--- config.mk ---
export PLATFORM = sky130hd
export DESIGN_NAME = climate_monitor
export DESIGN_NICKNAME = d
export VERILOG_FILES = /design/src/rtl/climate_monitor.sv
export SDC_FILE = /design/constraint.sdc
export NUM_CORES = 1
export LEC_CHECK = 0
export CORE_MARGIN = 2
export CORE_UTILIZATION = 60
export DETAILED_ROUTE_END_ITERATION = 10
export PLACE_DENSITY = 0.88
export SYNTH_ARGS = -nofsm -noshare
export SYNTH_HDL_FRONTEND = slang
export SYNTH_SLANG_ARGS = --single-unit
--- constraint.sdc ---
create_clock -name PCLK -period 7.18 [get_ports PCLK]
set_input_delay 1.077 -clock PCLK [delete_from_list [all_inputs] [get_ports PCLK]]
set_output_delay 1.077 -clock PCLK [all_outputs]
set_load 0.05 [all_outputs]
--- src/rtl/climate_monitor.sv ---
// climate_monitor: APB slave buffering DHT11 humidity/temperature samples in a
// circular FIFO, with temperature alarm hysteresis and a level interrupt.
// Optional feature: define CLIMATE_MONITOR_MINMAX_EN to add TEMP_MIN/TEMP_MAX
// tracking registers at 0x14/0x18 (otherwise those addresses read 0).
module climate_monitor #(
  parameter int FIFO_DEPTH = 8,
  parameter int DATA_W     = 14
) (
  input  logic              PCLK,
  input  logic              PRESET,
  input  logic [31:0]       PADDR,
  input  logic              PSEL,
  input  logic              PENABLE,
  input  logic              PWRITE,
  input  logic [31:0]       PWDATA,
  output logic [31:0]       PRDATA,
  output logic              PREADY,
  input  logic              sample_valid,
  input  logic [DATA_W-1:0] humidity,
  input  logic [DATA_W-1:0] temperature,
  output logic              irq
);

  localparam int AW = $clog2(FIFO_DEPTH);
  localparam int CW = AW + 1;

  logic [4:0]          addr;
  logic                access;
  logic                wr_en;
  logic                rd_en;
  logic                push;
  logic                pop;
  logic                full;
  logic                empty;
  logic                overflow;
  logic [15:0]         temp16;
  logic [15:0]         hum16;
  logic [2*DATA_W-1:0] rd_entry;
  logic [31:0]         rdata;

  logic [2*DATA_W-1:0] mem [FIFO_DEPTH];
  logic [AW-1:0]       wr_ptr;
  logic [AW-1:0]       rd_ptr;
  logic [CW-1:0]       count;

  logic                ctrl_enable;
  logic                ctrl_irq_en;
  logic [15:0]         temp_hi;
  logic [15:0]         temp_lo;
  logic                ovf;
  logic                alarm;

  logic                unused_bits;

  assign addr     = PADDR[4:0];
  assign access   = PSEL & PENABLE;
  assign wr_en    = access & PWRITE;
  assign rd_en    = access & ~PWRITE;
  assign full     = (count == CW'(FIFO_DEPTH));
  assign empty    = (count == '0);
  assign push     = sample_valid & ctrl_enable;
  // A pop on an empty FIFO is swallowed so pointers and count stay put.
  assign pop      = rd_en & (addr == 5'h08) & ~empty;
  // Simultaneous pop frees a slot, so only a lone push into a full FIFO drops data.
  assign overflow = push & full & ~pop;
  assign temp16   = 16'(temperature);
  assign hum16    = 16'(humidity);
  assign rd_entry = mem[rd_ptr];
  assign PREADY   = access;
  assign PRDATA   = access ? rdata : 32'h0;

  assign unused_bits = ^{PADDR[31:5], PWDATA[31:16]};

  // Sample storage; contents carry no reset since they are invalid until pushed.
  always_ff @(posedge PCLK) begin
    if (push) mem[wr_ptr] <= {temperature, humidity};
  end

  // FIFO pointers and occupancy, with oldest-entry overwrite on overflow.
  always_ff @(posedge PCLK or posedge PRESET) begin
    if (PRESET) begin
      wr_ptr <= '0;
      rd_ptr <= '0;
      count  <= '0;
    end else begin
      if (push) wr_ptr <= wr_ptr + 1'b1;
      if (pop || overflow) rd_ptr <= rd_ptr + 1'b1;
      if (push && !pop && !full) count <= count + 1'b1;
      else if (pop && !push) count <= count - 1'b1;
    end
  end

  // Control and threshold registers written over APB.
  always_ff @(posedge PCLK or posedge PRESET) begin
    if (PRESET) begin
      ctrl_enable <= 1'b0;
      ctrl_irq_en <= 1'b0;
      temp_hi     <= 16'hFFFF;
      temp_lo     <= 16'h0000;
    end else if (wr_en) begin
      case (addr)
        5'h00: begin
          ctrl_enable <= PWDATA[0];
          ctrl_irq_en <= PWDATA[1];
        end
        5'h0C:   temp_hi <= PWDATA[15:0];
        5'h10:   temp_lo <= PWDATA[15:0];
        default: ;
      endcase
    end
  end

  // Overflow flag: a new overflow wins over a same-cycle W1C clear.
  always_ff @(posedge PCLK or posedge PRESET) begin
    if (PRESET) ovf <= 1'b0;
    else if (overflow) ovf <= 1'b1;
    else if (wr_en && addr == 5'h04 && PWDATA[7]) ovf <= 1'b0;
  end

  // Alarm hysteresis re-evaluated only when a sample is accepted.
  always_ff @(posedge PCLK or posedge PRESET) begin
    if (PRESET) alarm <= 1'b0;
    else if (push) begin
      if (temp16 > temp_hi) alarm <= 1'b1;
      else if (temp16 < temp_lo) alarm <= 1'b0;
    end
  end

  // Registered interrupt, lagging the alarm/overflow state by one cycle.
  always_ff @(posedge PCLK or posedge PRESET) begin
    if (PRESET) irq <= 1'b0;
    else irq <= ctrl_irq_en & (alarm | ovf);
  end

`ifdef CLIMATE_MONITOR_MINMAX_EN
  logic [15:0] temp_min;
  logic [15:0] temp_max;

  // Running min/max of accepted temperatures; any write to either re-arms both.
  always_ff @(posedge PCLK or posedge PRESET) begin
    if (PRESET) begin
      temp_min <= 16'hFFFF;
      temp_max <= 16'h0000;
    end else if (wr_en && (addr == 5'h14 || addr == 5'h18)) begin
      temp_min <= 16'hFFFF;
      temp_max <= 16'h0000;
    end else if (push) begin
      if (temp16 < temp_min) temp_min <= temp16;
      if (temp16 > temp_max) temp_max <= temp16;
    end
  end
`endif

  // Read data mux; unmapped addresses and an empty DATA read return zero.
  always_comb begin
    rdata = 32'h0;
    case (addr)
      5'h00: rdata = {30'h0, ctrl_irq_en, ctrl_enable};
      5'h04: rdata = {23'h0, alarm, ovf, full, empty, 5'(count)};
      5'h08: if (!empty) rdata = {16'(rd_entry[2*DATA_W-1:DATA_W]),
                                  16'(rd_entry[DATA_W-1:0])};
      5'h0C: rdata = {16'h0, temp_hi};
      5'h10: rdata = {16'h0, temp_lo};
`ifdef CLIMATE_MONITOR_MINMAX_EN
      5'h14: rdata = {16'h0, temp_min};
      5'h18: rdata = {16'h0, temp_max};
`endif
      default: rdata = 32'h0;
    endcase
  end

  logic unused_hum16;
  assign unused_hum16 = ^hum16;

endmodule

; Word-level counts from Yosys, hierarchy flattened
; Memories as Yosys holds them, arrays and structs flattened.
; Index checks and enable logic that the tools add are counted.
[classes]
shifts = 0
muxes = 11
n_addsub = 4
reduce_logical = 18
order_cmp = 2
multipliers = 0
bitwise = 13
eq_ne = 5
div = 0
[op_table]
columns = operator, n
row1 = $pmux W30 S5, 1
row2 = $mux W32, 1
row3 = $mux W30, 1
row4 = $gt A14 B16 Y1, 1
row5 = $lt A14 B16 Y1, 1
row6 = $eq A5 B4 Y1 const B, 2
row7 = $and A1 B1 Y1, 9
row8 = $mux W4, 2
row9 = $reduce_and A2 Y1, 4
row10 = $add A3 B1 Y3 const B, 2
row11 = $mux W1, 6
row12 = $reduce_bool A2 Y1, 3
row13 = $eq A5 B3 Y1 const B, 1
row14 = $eq A5 B5 Y1 const B, 1
row15 = $logic_and A1 B1 Y1, 5
row16 = $logic_not A5 Y1, 1
row17 = $add A4 B1 Y4 const B, 1
row18 = $eq A4 B4 Y1 const B, 1
row19 = $logic_not A4 Y1, 1
row20 = $sub A4 B1 Y4 const B, 1
row21 = $logic_not A1 Y1, 3
row22 = $not A1 Y1, 3
row23 = $logic_or A1 B1 Y1, 1
row24 = $or A1 B1 Y1, 1
[word_totals]
elab_cells = 64
mem_count = 1
latchBits = 0
romBits = 0
in_bits = 98
ramBits = 224
regBits = 47
[memory_table]
columns = name, depth, word_bits, read_ports, rd_ports_with_merged_regs, wr, line
row1 = mem, 8, 28, 1, 0, 1, 41  ; logic [2*DATA_W-1:0] mem [FIFO_DEPTH];

; Longest topological paths before layout
[depth]
ltp_word = 8
mapped_depth = 8

; Least setup slack after synthesis
; Ideal clock, no wire load.
[synth_timing]
path_type = input -> output
from = in PADDR[1]
to = out PRDATA[0]
cell_stages = 4
slack_ns = 3.180
arrival_ns = 2.923
path_cell_list = or3_1 nor3b_2 a222oi_1 a31oi_1
[synth_via]
elab_chain_cells = 3
[synth_lines]
columns = item, line
row1 = start: declaration, 11  ; input logic [31:0] PADDR,
row2 = $eq A5 B5 Y1 (tied with other cells), 157  ; case (addr)
row3 = $pmux W30 S5 *, 157
row4 = $mux W32 *, 70  ; assign PRDATA = access ? rdata : 32'h0;
row5 = end: declaration, 16  ; output logic [31:0] PRDATA,
; Mark *: on every way between the ends. The rest lies on a longest branch, timed or not.

; Worst setup path in the final report
[layout_timing]
from = in PADDR[3]
to = out PRDATA[8]
; The elaborated chain is that of the path after synthesis.

==> results.cfg <==
[timing]
worst_pin_slew_ps = 1180
finalCritPeriodShare_pct = 74.0
rsz0062_at_grt = false
max_slew_margin_pct = 21.4
fmax_mhz = 188
setup_viol = 0
fin_crit_ps = 5310
maxSlewViolCount = 0
setup_tns_ps = 0
finClkSkew_ps = 12.1
hold_violations = 0

[route]
drt-total-wl_um = 26800
viasPerCell = 6.57
post_drt_wl_per_cell_um = 26.9
dr.pass1.iters = 5
drt-initial-drc-count = 686
ant_nets = 0
vias = 6551
drc = 0

[cts]
htree_levels = 1
cts_resized = 0
cts_buffers = 27
cts_root_buf = clkbuf_16
cts_setup_buffers = 0
cts_buffer_depth = 3
path_clk_slew_ps = 60
worstSkewPairLatency_ps = 530
ctsHoldBuffers = 0
cts.sinks = 271
cts_tree = yes

[synth]
synth_edf_count = 224
synth_area_mm2 = 0.0115
synthFlopType = edfxtp_1
postSynthCellCount = 645
synth.distinct_cells = 51
synthArstFlopShare_pct = 17.3
synth_warnings = 0
yosysSeqAreaShare_pct = 68.7
synth-seq-cells = 271
synth.avg_cell_area_um2 = 17.9

[grt]
grt_pass1_wl_um = 40400
antenna_found_initial = 2
grt_max_degree = 59
grt_usage_pct = 27.2
overflow = 0
first_global_vias = 6932

[finish]
seq_area_mm2 = 0.00793
multi_input_area_mm2 = 0.00339
layout.nets = 875
drive_above_1_share_pct = 24.7
nFillCells = 1108
area_growth_pct = 17.1
final_util_pct = 72.0
design_area_mm2 = 0.0135

[worst_setup_path]
critical_path_arrival_ps = 4230
critPathCaptureType = output pin
critPathLaunchType = input port
cp_max_fo = 14
required_ps = 6100
crit_type = input port to output pin
reg2reg_from = count[0]
crit_start = PADDR[3]

[pwr]
p_int_w = 0.00286
power_w = 0.00376
p_leak_nw = 4.54
seq_power_share_pct = 49.8
p_sw_share_pct = 23.9
powerDensity_mw_per_mm2 = 278
pwr-share-comb_pct = 14.2
ir_drop_uv = 228
switchingPower_w = 0.000897
clockPowerShare_pct = 35.9

[hold_path]
hp-class = register to register
min_from = ovf

[die]
ios = 132
die_w_um = 143
die_h_um = 143
start_util_pct = 61.4
core.rowCount = 50
fp.coreArea_mm2 = 0.0188
die_area_mm2 = 0.0203

[run_status]
status = finished, final reports clean

[run]
maxCapViolCount = 0

[place]
port_buffers = 86
gp_congestion = 0.924
place_hpwl_um = 15800
placed_area_mm2 = 0.0127
through the flow:
step / instances / hold WS (ps) / setup WS, ps
after floorplan: 646 / 470 / 3180
after global placement: 950 / 515 / 2080
after detailed placement: 950 / 526 / 2050
after CTS: 996 / 534 / 2010
after global routing: 996 / 561 / 1770
final: 997 / 547 / 1870
flip-flops by register name, summed over array words and instances, names as in the netlist, 3 cells and up:
signal / flops
temp_lo: 16
wr_ptr: 3
count: 4
rd_ptr: 3
temp_hi: 16
mem: 224
layout make-up:
type                       instances  share of cell area (%)
clock inverter                    17                    1.16
inverter                          29                   0.806
timing repair buffer              97                    6.99
antenna                            1                  0.0185
multi-input combinational        319                    25.1
sequential                       271                    58.7
clock buffer                      29                    5.06
tap                              234                    2.17
synth_stat cells, drive strengths merged (3+ instances only):
cell type	n	area [µm²]
clkbuf	12	45.0
nor2	37	139
nand2b	4	25.0
nand4	4	25.0
buf	15	95.1
nand3	4	20.0
nand2	29	111
and2	3	21.3
ha	31	388
and3	3	18.8
mux4	56	1260
o21ai	7	35.0
dfrtp	31	776
xnor2	3	26.3
a21o	4	30.0
dfstp	16	420
nor3	5	36.3
mux2	51	582
a21oi	17	85.1
mux2i	15	150
xor2	3	26.3
edfxtp	224	6730
a222oi	14	140
inv	29	109
cells by family (layout without fill, tap and decap cells):
family | after synthesis | count (layout) | share of synthesized area, %
compound gates | 54 | 54 | 3.34
xor+xnor | 6 | 6 | 0.456
fa+ha+maj | 32 | 32 | 3.54
buf+inv | 56 | 172 | 2.16
flops | 271 | 271 | 68.7
mux | 122 | 122 | 17.3
other cells | 1 | 3 | 0.0325
simple gates | 103 | 103 | 4.49
worst max-delay path, cell delays in order:
cell and delay, ps:
clkdlybuf4s50_1 590, and2b_1 220, nand2_1 60, nor2_1 880
nand2_1 150, a21oi_1 360, clkdlybuf4s50_1 880
final timing paths:
check	endpoint	cells past startpoint	slack, ps
min in group asynchronous	count[2]	2	1110
setup / recovery	PRDATA[8]	7	1870
hold / removal	irq	1	550
setup reg to reg	count[3]	8	4180
max in group asynchronous	rd_ptr[0]	2	5330
hold reg to reg	irq	1	550
layout by cell type (no fill, tap or decap), types with 15 or more instances in the layout:
cell             Yosys  layout
a21oi_1             17      17
clkbuf_16            0      27
clkdlybuf4s50_1      0      86
dfrtp_1             31      29
dfstp_2             16      16
edfxtp_1           224     224
ha_1                31      31
inv_1               29      28
mux2_2              49      49
mux2i_1             15      15
mux4_2              56      56
nand2_1             28      28
nor2_1              37      31
power groups by stage:
stage	combinational [W]	clock [W]	sequential (W)
6_report	0.000535	0.00135	0.00187
5_1_grt	0.000574	0.00142	0.00189
4_1_cts	0.000538	0.00136	0.00187
3_5_place_dp	0.000528	0	0.00190
3_3_place_gp	0.000503	0	0.00189
2_1_floorplan	0.000441	0	0.00184
metal layers:
metal	share of wire (%)	GRT usage, %	vias to the layer above
li1	-	-	2750
met1	37	35.6	3344
met2	50	45.6	377
met3	9.3	5.80	80
met4	3.9	10.0	0
met5	0	0	-
(Power assumes the default switching activity.)
